$ cat src/rtl/puf_eval_ctrl_pkg.sv
// puf_eval_ctrl_pkg: shared definitions for the arbiter-PUF evaluation controller.
// Holds the FSM state encoding and the default challenge width / settle time /
// evaluation count, which the Ethernet command decoder also relies on.
package puf_eval_ctrl_pkg;

    localparam int PUF_CW_DEF     = 64;
    localparam int PUF_SETTLE_DEF = 16;
    localparam int PUF_EVALS_DEF  = 15;

    typedef enum logic [2:0] {
        ST_IDLE   = 3'd0,
        ST_LOW    = 3'd1,
        ST_HIGH   = 3'd2,
        ST_SAMPLE = 3'd3,
        ST_DONE   = 3'd4
    } puf_state_e;

endpackage

$ cat src/rtl/puf_eval_ctrl_resp_sync.sv
// puf_resp_sync: two-flop synchronizer for the arbiter flop output.
// Ports:
//   clk   in  clock
//   reset in  synchronous active-high reset, clears both flops
//   d     in  asynchronous input
//   q     out synchronized output
module puf_resp_sync (
    input  logic clk,
    input  logic reset,
    input  logic d,
    output logic q
);

    logic meta_q;
    logic sync_q;

    always_ff @(posedge clk) begin
        if (reset) begin
            meta_q <= 1'b0;
            sync_q <= 1'b0;
        end else begin
            meta_q <= d;
            sync_q <= meta_q;
        end
    end

    assign q = sync_q;

endmodule

$ cat src/rtl/puf_eval_ctrl.sv
// puf_eval_ctrl: sequences one arbiter-PUF evaluation per accepted challenge.
// The challenge is held on the PDL selects, the race is precharged (launch=0)
// and fired (launch=1) EVALS times, the synchronized arbiter output is sampled
// after each fire, and a majority-voted bit plus the count of ones is returned.
// Ports:
//   clk, reset      clock, synchronous active-high reset
//   req_valid/ready request handshake; req_challenge captured on handshake
//   rsp_valid/ready response handshake; rsp_bit majority, rsp_ones count of '1'
//   puf_challenge   registered PDL select bus
//   puf_launch      registered race launch (0 precharge, 1 fire)
//   puf_resp        arbiter flop output, asynchronous to clk
//   busy            high whenever not IDLE
module puf_eval_ctrl
    import puf_eval_ctrl_pkg::*;
#(
    parameter  int CW     = PUF_CW_DEF,
    parameter  int SETTLE = PUF_SETTLE_DEF,
    parameter  int EVALS  = PUF_EVALS_DEF,
    localparam int CNT_W  = $clog2(EVALS + 1)
) (
    input  logic             clk,
    input  logic             reset,
    input  logic             req_valid,
    output logic             req_ready,
    input  logic [CW-1:0]    req_challenge,
    output logic             rsp_valid,
    input  logic             rsp_ready,
    output logic             rsp_bit,
    output logic [CNT_W-1:0] rsp_ones,
    output logic [CW-1:0]    puf_challenge,
    output logic             puf_launch,
    input  logic             puf_resp,
    output logic             busy
);

    localparam int PH_W = (SETTLE > 1) ? $clog2(SETTLE) : 1;
    localparam logic [PH_W-1:0]  PH_LAST   = PH_W'(SETTLE - 1);
    localparam logic [CNT_W-1:0] EVAL_LAST = CNT_W'(EVALS - 1);
    localparam logic [CNT_W-1:0] HALF      = CNT_W'(EVALS / 2);

    puf_state_e       state_q, state_d;
    logic [PH_W-1:0]  phase_q, phase_d;
    logic [CNT_W-1:0] eval_q, eval_d;
    logic [CNT_W-1:0] ones_q, ones_d;
    logic [CW-1:0]    chal_q, chal_d;
    logic             rsp_bit_q, rsp_bit_d;
    logic [CNT_W-1:0] rsp_ones_q, rsp_ones_d;
    logic             launch_q, launch_d;
    logic             resp_sync;

    puf_resp_sync u_sync (
        .clk   (clk),
        .reset (reset),
        .d     (puf_resp),
        .q     (resp_sync)
    );

    always_comb begin
        state_d    = state_q;
        phase_d    = phase_q;
        eval_d     = eval_q;
        ones_d     = ones_q;
        chal_d     = chal_q;
        rsp_bit_d  = rsp_bit_q;
        rsp_ones_d = rsp_ones_q;
        // Launch follows the registered state, so the fire pulse on the PUF
        // side lags the HIGH state by one cycle and drops once SAMPLE has passed.
        launch_d   = (state_q == ST_HIGH);

        case (state_q)
            ST_IDLE: begin
                if (req_valid) begin
                    chal_d  = req_challenge;
                    phase_d = '0;
                    eval_d  = '0;
                    ones_d  = '0;
                    state_d = ST_LOW;
                end
            end
            ST_LOW: begin
                if (phase_q == PH_LAST) begin
                    phase_d = '0;
                    state_d = ST_HIGH;
                end else begin
                    phase_d = phase_q + 1'b1;
                end
            end
            ST_HIGH: begin
                if (phase_q == PH_LAST) begin
                    phase_d = '0;
                    state_d = ST_SAMPLE;
                end else begin
                    phase_d = phase_q + 1'b1;
                end
            end
            ST_SAMPLE: begin
                ones_d = ones_q + CNT_W'(resp_sync);
                if (eval_q == EVAL_LAST) begin
                    rsp_ones_d = ones_d;
                    rsp_bit_d  = (ones_d > HALF);
                    state_d    = ST_DONE;
                end else begin
                    eval_d  = eval_q + 1'b1;
                    state_d = ST_LOW;
                end
            end
            ST_DONE: begin
                if (rsp_ready) begin
                    state_d = ST_IDLE;
                end
            end
            default: state_d = ST_IDLE;
        endcase
    end

    always_ff @(posedge clk) begin
        if (reset) begin
            state_q    <= ST_IDLE;
            phase_q    <= '0;
            eval_q     <= '0;
            ones_q     <= '0;
            chal_q     <= '0;
            rsp_bit_q  <= 1'b0;
            rsp_ones_q <= '0;
            launch_q   <= 1'b0;
        end else begin
            state_q    <= state_d;
            phase_q    <= phase_d;
            eval_q     <= eval_d;
            ones_q     <= ones_d;
            chal_q     <= chal_d;
            rsp_bit_q  <= rsp_bit_d;
            rsp_ones_q <= rsp_ones_d;
            launch_q   <= launch_d;
        end
    end

    assign req_ready     = (state_q == ST_IDLE);
    assign busy          = (state_q != ST_IDLE);
    assign rsp_valid     = (state_q == ST_DONE);
    assign rsp_bit       = rsp_bit_q;
    assign rsp_ones      = rsp_ones_q;
    assign puf_challenge = chal_q;
    assign puf_launch    = launch_q;

endmodule
$ cat config.mk
export PLATFORM = sky130hd
export DESIGN_NAME = puf_eval_ctrl
export DESIGN_NICKNAME = d
export VERILOG_FILES = /design/src/rtl/puf_eval_ctrl_pkg.sv /design/src/rtl/puf_eval_ctrl_resp_sync.sv /design/src/rtl/puf_eval_ctrl.sv
export SDC_FILE = /design/constraint.sdc
export NUM_CORES = 1
export LEC_CHECK = 0
export BUFFER_PORTS_ARGS = -buffer_cell sky130_fd_sc_hd__clkbuf_2
export CAP_MARGIN = 20
export CORE_MARGIN = 1
export CORE_UTILIZATION = 47
export CTS_CLUSTER_SIZE = 16
export DETAILED_ROUTE_END_ITERATION = 12
export HOLD_SLACK_MARGIN = 0.03
export PLACE_DENSITY = 0.79
export SLEW_MARGIN = 20
export SYNTH_ARGS = -nofsm -noshare
export SYNTH_HDL_FRONTEND = slang
export SYNTH_HIERARCHICAL = 1
export SYNTH_SLANG_ARGS = --single-unit
export TNS_END_PERCENT = 1
$ cat constraint.sdc
create_clock -name clk -period 1.7 [get_ports clk]
set_input_delay 0.34 -clock clk [delete_from_list [all_inputs] [get_ports clk]]
set_output_delay 0.34 -clock clk [all_outputs]
set_load 0.02 [all_outputs]
==> impl_metrics.csv, run 1 <==
group,metric,value,unit
run_status,status,"completed",
clock_network,cts_buffer_depth,2,
sta,fin_crit,1.64,ns
setup_path,reg2reg_to,"state_q[0]",
setup_path,cpLargestDelayFamily,"buffers and inverters",
sta,drv_slew,0,
clock_network,cts_tree,"built",
detailed_routing,wl_per_cell,12.3,microns
synthesis,yosysTopAreaCellShare,0.538,
power_and_ir_drop,power.leakage,1.99,nW
sta,skew,0.00984,ns
die,pin_count,142,
final_layout,area_delta_synth_final,33.9,%
clock_network,clk_pin_slew,0.08,ns
synthesis,synth.distinct_cells,37,
synthesis,synth_nets,469,
hold_path,hold_depth,3,
setup_path,worst_ep_required_time,1.36,ns
power_and_ir_drop,p_switching,2.40,mW
synthesis,syn_inst,395,
detailed_routing,num_vias,3128,
die,fp.coreArea,6490,sq um
hold_path,holdPathEnd,"puf_challenge[4]",
clock_network,cts-root-buf,"clkbuf_8",
setup_path,critPathSlowestCell,"dfxtp_2",
clock_network,ctsHoldBuffers,0,
setup_path,rr_startpoint,"state_q[0]",
final_layout,drive_above_1_share,0.334,
final_layout,nets,608,
global_route,grt_pass1_vias,2979,
synthesis,ys_ff_latch,87,
sta,setup_viol,0,
global_route,grt-ovfl-total,0,
sta,tns,0,ns
synthesis,synth_area,3240,sq um
sta,worst_slew_pin_slew,0.498,ns
power_and_ir_drop,power_frac_clock,0.254,
sta,fin_crit_sh,0.962,
setup_path,path_max_fanout,8,
detailed_routing,drtIter0Drc,103,
setup_path,worstRegToRegCells,4,
die,dieArea,7230,sq um
clock_network,clock_latency,0.35,ns
placed_design,dpl.cell_count,600,
job,drv_cap,0,
clock_network,h-tree-depth,3,
placed_design,gp_congestion,0.835,
hold_path,hold_path_startpoint,"req_challenge[4]",
setup_path,r2r_slack,0.14,ns
synthesis,ys_seq_area_frac,0.538,
power_and_ir_drop,switching_share,0.363,
clock_network,cts_sinks,87,
detailed_routing,routed_wl,7.60,mm
setup_path,crit_path_max_incr_delay,0.37,ns
detailed_routing,antenna_left,0,
setup_path,startpoint_type,"flip-flop",
power_and_ir_drop,combPwrFrac,0.352,
die,fp.dieW,85.0,microns
die,die_h,85.0,microns
power_and_ir_drop,p_per_area,1530,nW/um^2
global_route,antenna_found_initial,0,
placed_design,place_hpwl,5.39,mm
power_and_ir_drop,intPower,4.22,mW
sta,fmax,612,MHz
sta,hold_ws,0.200,ns
power_and_ir_drop,vdd_drop_max,0.813,mV
power_and_ir_drop,finalPower,6.62,mW
setup_path,criticalPathCategory,"reg2out",
synthesis,synthTopCellsByArea,"dfxtp_1, nand2_1, a21oi_1",
global_route,grt_max_degree,50,
die,start_util,0.499,
hold_path,hold_class,"in2reg",
setup_path,path_buf_inv,3,
sta,relSlewSlack,0.668,
detailed_routing,route.detailed.drc,0,
placed_design,numPortBuffers,141,
final_layout,stdcell_count,616,
detailed_routing,drt_first_pass_iters,4,
clock_network,cts_buffers,9,
setup_path,cp_data_arrival_time,1.30,ns
final_layout,antennaDiodeCount,0,
detailed_routing,post_drt_via_cell_ratio,5.08,
setup_path,endpoint_kind,"output port",
die,core.rowCount,29,
global_route,grt_use_total,0.216,
final_layout,final_util,0.668,
global_route,grt_first_pass_wirelength,12.6,mm
setup_path,cp_cell_sequence,"buf_4 > nor3_4 > inv_1 > clkbuf_2",
power_and_ir_drop,pwr-share-seq,0.394,
synthesis,synth_area_leader_cell,"dfxtp_1",
clock_network,postCtsSetupRepairBufs,0,
setup_path,setup.worst_path.start,"state_q[0]",
sta,hold_viol,0,
synthesis,yosys_warnings,6,
synthesis,synth_area_per_cell,8.20,sq um
sta,rsz0062_at_grt,"no",
## per-layer routing
layer | up-vias | global-route usage | share of wire
met5 | - | 0 | 0
met4 | 0 | 0.0986 | 0.018
met3 | 12 | 0.0613 | 0.073
met2 | 108 | 0.389 | 0.49
met1 | 1425 | 0.233 | 0.42
li1 | 1583 | - | -
## flip-flops by register name, summed over array words and instances (netlist names)
register,count
eval_q,4
ones_q,4
phase_q,4
puf_challenge,64
puf_launch,1
rsp_bit,1
rsp_ones,4
state_q,3
u_sync/meta_q,1
u_sync/q,1
## how the worst max path moves through the flow
| stage | to | slack [ns] | depth (start not counted) |
|---|---|---|---|
| after floorplan | busy | 0.05 | 3 |
| after global placement | state_q[0] | 0.14 | 4 |
| after detailed placement | state_q[0] | 0.1 | 4 |
| after CTS | busy | -0.02 | 4 |
| after global routing | busy | 0.01 | 4 |
| final | busy | 0.06 | 4 |
## kinds of logic after synthesis
group | count (synthesis) | share of synthesized area
AND/OR/NAND/NOR | 175 | 0.232
multiplexers | 3 | 0.00927
adder cells (fa/ha/maj) | 5 | 0.0193
flip-flops | 87 | 0.538
XOR/XNOR | 3 | 0.00812
buffers and inverters | 31 | 0.0421
AO/OA/AOI/OAI | 91 | 0.151
## synth_stat cells (all sizes together)
cell type  instances
nand2            136
dfxtp             87
a21oi             77
buf               16
clkbuf            11
nor2              11
ha                 5
nand3              5
inv                4
nor3               4
mux2i              3
or3                3
a211oi             2
a22oi              2
nand3b             2
nand4              2
nor2b              2
nor4b              2
o21a               2
o21ai              2
o21bai             2
or4                2
xnor2              2
a21o               1
a22o               1
a311oi             1
a41oi              1
and2               1
and3b              1
and4               1
nand4b             1
nor3b              1
nor4               1
xor2               1
## area by class of cell
cell class                 count  area [sq um]
clock buffer                  11           131
sequential                    87          1750
inverter                       4          15.0
clock inverter                 5           106
multi-input combinational    277          1390
fill                         572          2160
tap                           77          96.3
timing repair buffer         155           848
## stage by stage
step | cell area [sq um] | setup WS, ns
floorplan | 3240 | 0.0532
global placement | 4070 | 0.140
detailed placement | 4070 | 0.0974
CTS | 4310 | -0.0209
global route | 4340 | 0.0127
finish | 4340 | 0.0649
## tightest hold or removal path, cell delays in order
cell and delay, ns:
clkbuf_2 0.08, nand2_1 0.04, a21oi_1 0.05
## power by group through the flow
stage          clock network, mW  registers [mW]  logic, mW
5_1_grt                     1.80            2.66       2.57
4_1_cts                     1.73            2.60       2.32
2_1_floorplan                  0            2.97       1.16
3_5_place_dp                   0            2.64       2.30
3_3_place_gp                   0            2.62       2.25
6_report                    1.68            2.61       2.33
## what timing repair did
item,CTS,global route
resized for setup,1,9
pin swaps,0,1
setup endpoints to repair,2,10
## placed cells by master, fill, tap and decap left out, drive strengths merged, types with 3 or more instances in the layout
cell type  count
clkbuf       151
nand2        136
dfxtp         87
a21oi         77
buf           15
nor2          11
nand3          5
ha             5
inv            4
nor3           4
mux2i          3
or3            3
bufinv         3
No activity file was read; power rests on OpenSTA's default activity.
==> run 2, diff against run 1 <==
Settings changed: BUFFER_PORTS_ARGS -buffer_cell sky130_fd_sc_hd__clkbuf_2 to not set, CORE_UTILIZATION 47 to 49, CTS_BUF_LIST set to sky130_fd_sc_hd__clkbuf_4 sky130_fd_sc_hd__clkbuf_8 sky130_fd_sc_hd__clkbuf_16, DONT_BUFFER_PORTS set to 1, PLACE_DENSITY 0.79 to not set.
==> run 2 against run 1 <==
Compared with the run above:
- global-route usage fell by 2.2 points
- sequential cell count did not move
- largest cell class unchanged
- clock skew rose by 0.0016 ns
- register-to-register slack got worse by 0.06 ns
- die area fell by 4.0%
- critical path type unchanged
==> impl_metrics.csv, run 2 (synthesis results as in run 1) <==
group,metric,value,unit
run_status,status,"completed",
die,start_util,0.510,
setup_path,path_buf_inv,3,
clock_network,cts_buffers,9,
hold_path,hold_depth,1,
sta,setup_viol,0,
global_route,globalRouteMet3Util,0.0706,
sta,relSlewSlack,0.712,
placed_design,gp_congestion,0.753,
setup_path,crit_top_cell,"buf_4",
power_and_ir_drop,pwr-share-seq,0.502,
sta,hold_viol,0,
power_and_ir_drop,p_switching,2.30,mW
sta,worst_slew_pin_slew,0.433,ns
detailed_routing,drt_first_pass_iters,4,
clock_network,clk_pin_slew,0.08,ns
final_layout,antennaDiodeCount,0,
final_layout,nets,468,
setup_path,path_max_fanout,7,
global_route,grt_max_degree,88,
power_and_ir_drop,combPwrFrac,0.258,
sta,skew,0.0115,ns
placed_design,numPortBuffers,0,
setup_path,cpLargestDelayFamily,"flip-flops",
setup_path,worstRegToRegCells,4,
clock_network,clock_latency,0.35,ns
clock_network,cts_tree,"built",
detailed_routing,num_vias,2579,
sta,fmax,607,MHz
final_layout,stdcell_count,476,
final_layout,design_area,3600,sq um
die,fp.coreArea,6350,sq um
placed_design,dpl_cell_area,3360,sq um
final_layout,drive_above_1_share,0.0902,
global_route,gr-usage-met2,0.309,
clock_network,cts_sinks,87,
global_route,grtUsageMet1,0.235,
die,fp.dieW,83.3,microns
detailed_routing,drtIter0Drc,102,
setup_path,critPathSlowestCell,"dfxtp_4",
global_route,grt-ovfl-total,0,
detailed_routing,routed_wl,6.78,mm
global_route,grt_most_used_layer,"met2",
setup_path,startpoint_type,"flip-flop",
clock_network,h-tree-depth,3,
global_route,grt_use_total,0.194,
sta,fin_crit_sh,0.970,
die,core.rowCount,29,
detailed_routing,post_drt_via_cell_ratio,5.42,
power_and_ir_drop,power.leakage,1.36,nW
global_route,grt_first_pass_wirelength,10.8,mm
die,die_h,83.3,microns
setup_path,cp_cell_sequence,"buf_4 > nor3_4 > inv_1 > buf_4",
placed_design,dpl.cell_count,459,
setup_path,cp_data_arrival_time,1.31,ns
power_and_ir_drop,p_per_area,1670,nW/um^2
detailed_routing,antenna_left,0,
clock_network,cts_buffer_depth,2,
power_and_ir_drop,switching_share,0.383,
detailed_routing,wl_per_cell,14.2,microns
power_and_ir_drop,power_frac_clock,0.239,
power_and_ir_drop,vdd_drop_max,0.944,mV
setup_path,crit_path_max_incr_delay,0.39,ns
final_layout,mostFrequentLayoutCells,"nand2_1, dfxtp_1, a21oi_1",
final_layout,area_delta_synth_final,11.2,%
placed_design,place_hpwl,4.39,mm
final_layout,final_common_cell,"nand2_1",
setup_path,criticalPathCategory,"reg2out",
sta,fin_crit,1.65,ns
sta,drv_slew,0,
detailed_routing,route.detailed.drc,0,
sta,rsz0062_at_grt,"yes",
die,dieArea,6940,sq um
global_route,antenna_found_initial,0,
setup_path,cp.depth,4,
hold_path,hold_class,"in2reg",
global_route,grt_pass1_vias,2340,
final_layout,largest_reg_flops,64,
job,drv_cap,0,
setup_path,endpoint_kind,"output port",
setup_path,worst_ep_required_time,1.36,ns
clock_network,cts-root-buf,"clkbuf_8",
die,pin_count,142,
power_and_ir_drop,intPower,3.70,mW
clock_network,postCtsSetupRepairBufs,0,
==> run 2: cell types whose count changed in the layout (fill, tap and decap cells not counted), sizes merged <==
cell,change
clkbuf,-141
bufinv,-2
clkinvlp,+2
buf,-1
dlygate4sd3,+1
inv,+1
==> run 2: what timing repair did <==
action,4_1_cts,5_1_grt
hold buffers,0,1
endpoints found under the setup margin,2,15
endpoints found under the hold margin,0,1
gates resized for setup,3,3
==> run 2: power by group through the flow <==
stage / clock, mW / combinational (mW) / sequential, mW
global route: 1.57 / 1.76 / 3.05
CTS: 1.48 / 1.55 / 3.02
global placement: 0 / 1.49 / 3.06
detailed placement: 0 / 1.53 / 3.06
finish: 1.44 / 1.55 / 3.02
floorplan: 0 / 1.16 / 2.97
==> run 2: cell type report <==
cell class / count / area, sq um
Inverter: 4 / 15.0
Clock inverter: 6 / 70.1
Clock buffer: 10 / 131
Tap cell: 77 / 96.3
Timing Repair Buffer: 15 / 156
Sequential cell: 87 / 1750
Multi-Input combinational cell: 277 / 1390
Fill cell: 613 / 2750
==> run 2: metrics by stage <==
| stage | util | worst slack, ns | power, mW | hold WS (ns) | TNS [ns] |
|---|---|---|---|---|---|
| 2_1_floorplan | - | 0.0532 | 4.13 | 0.412 | 0 |
| 3_3_place_gp | 0.530 | 0.0917 | 4.54 | 0.416 | 0 |
| 3_5_place_dp | 0.530 | 0.116 | 4.59 | 0.420 | 0 |
| 4_1_cts | 0.564 | 0.0189 | 6.06 | 0.0373 | 0 |
| 5_1_grt | 0.567 | -0.0415 | 6.38 | 0.0314 | -0.0415 |
| 6_report | 0.567 | 0.0517 | 6.00 | 0.0533 | 0 |
==> run 2: final timing paths <==
| kind | start | to | slack [ns] |
|---|---|---|---|
| min reg2reg | u_sync/meta_q | u_sync/q | 0.47 |
| min | reset | state_q[2] | 0.05 |
| max reg2reg | state_q[1] | state_q[0] | 0.08 |
| max | state_q[2] | busy | 0.05 |
==> run 2: per-layer routing <==
layer,wire (microns),vias to the layer above
li1,-,1307
met1,3090,1165
met2,3030,98
met3,568,9
met4,94,0
met5,0,-
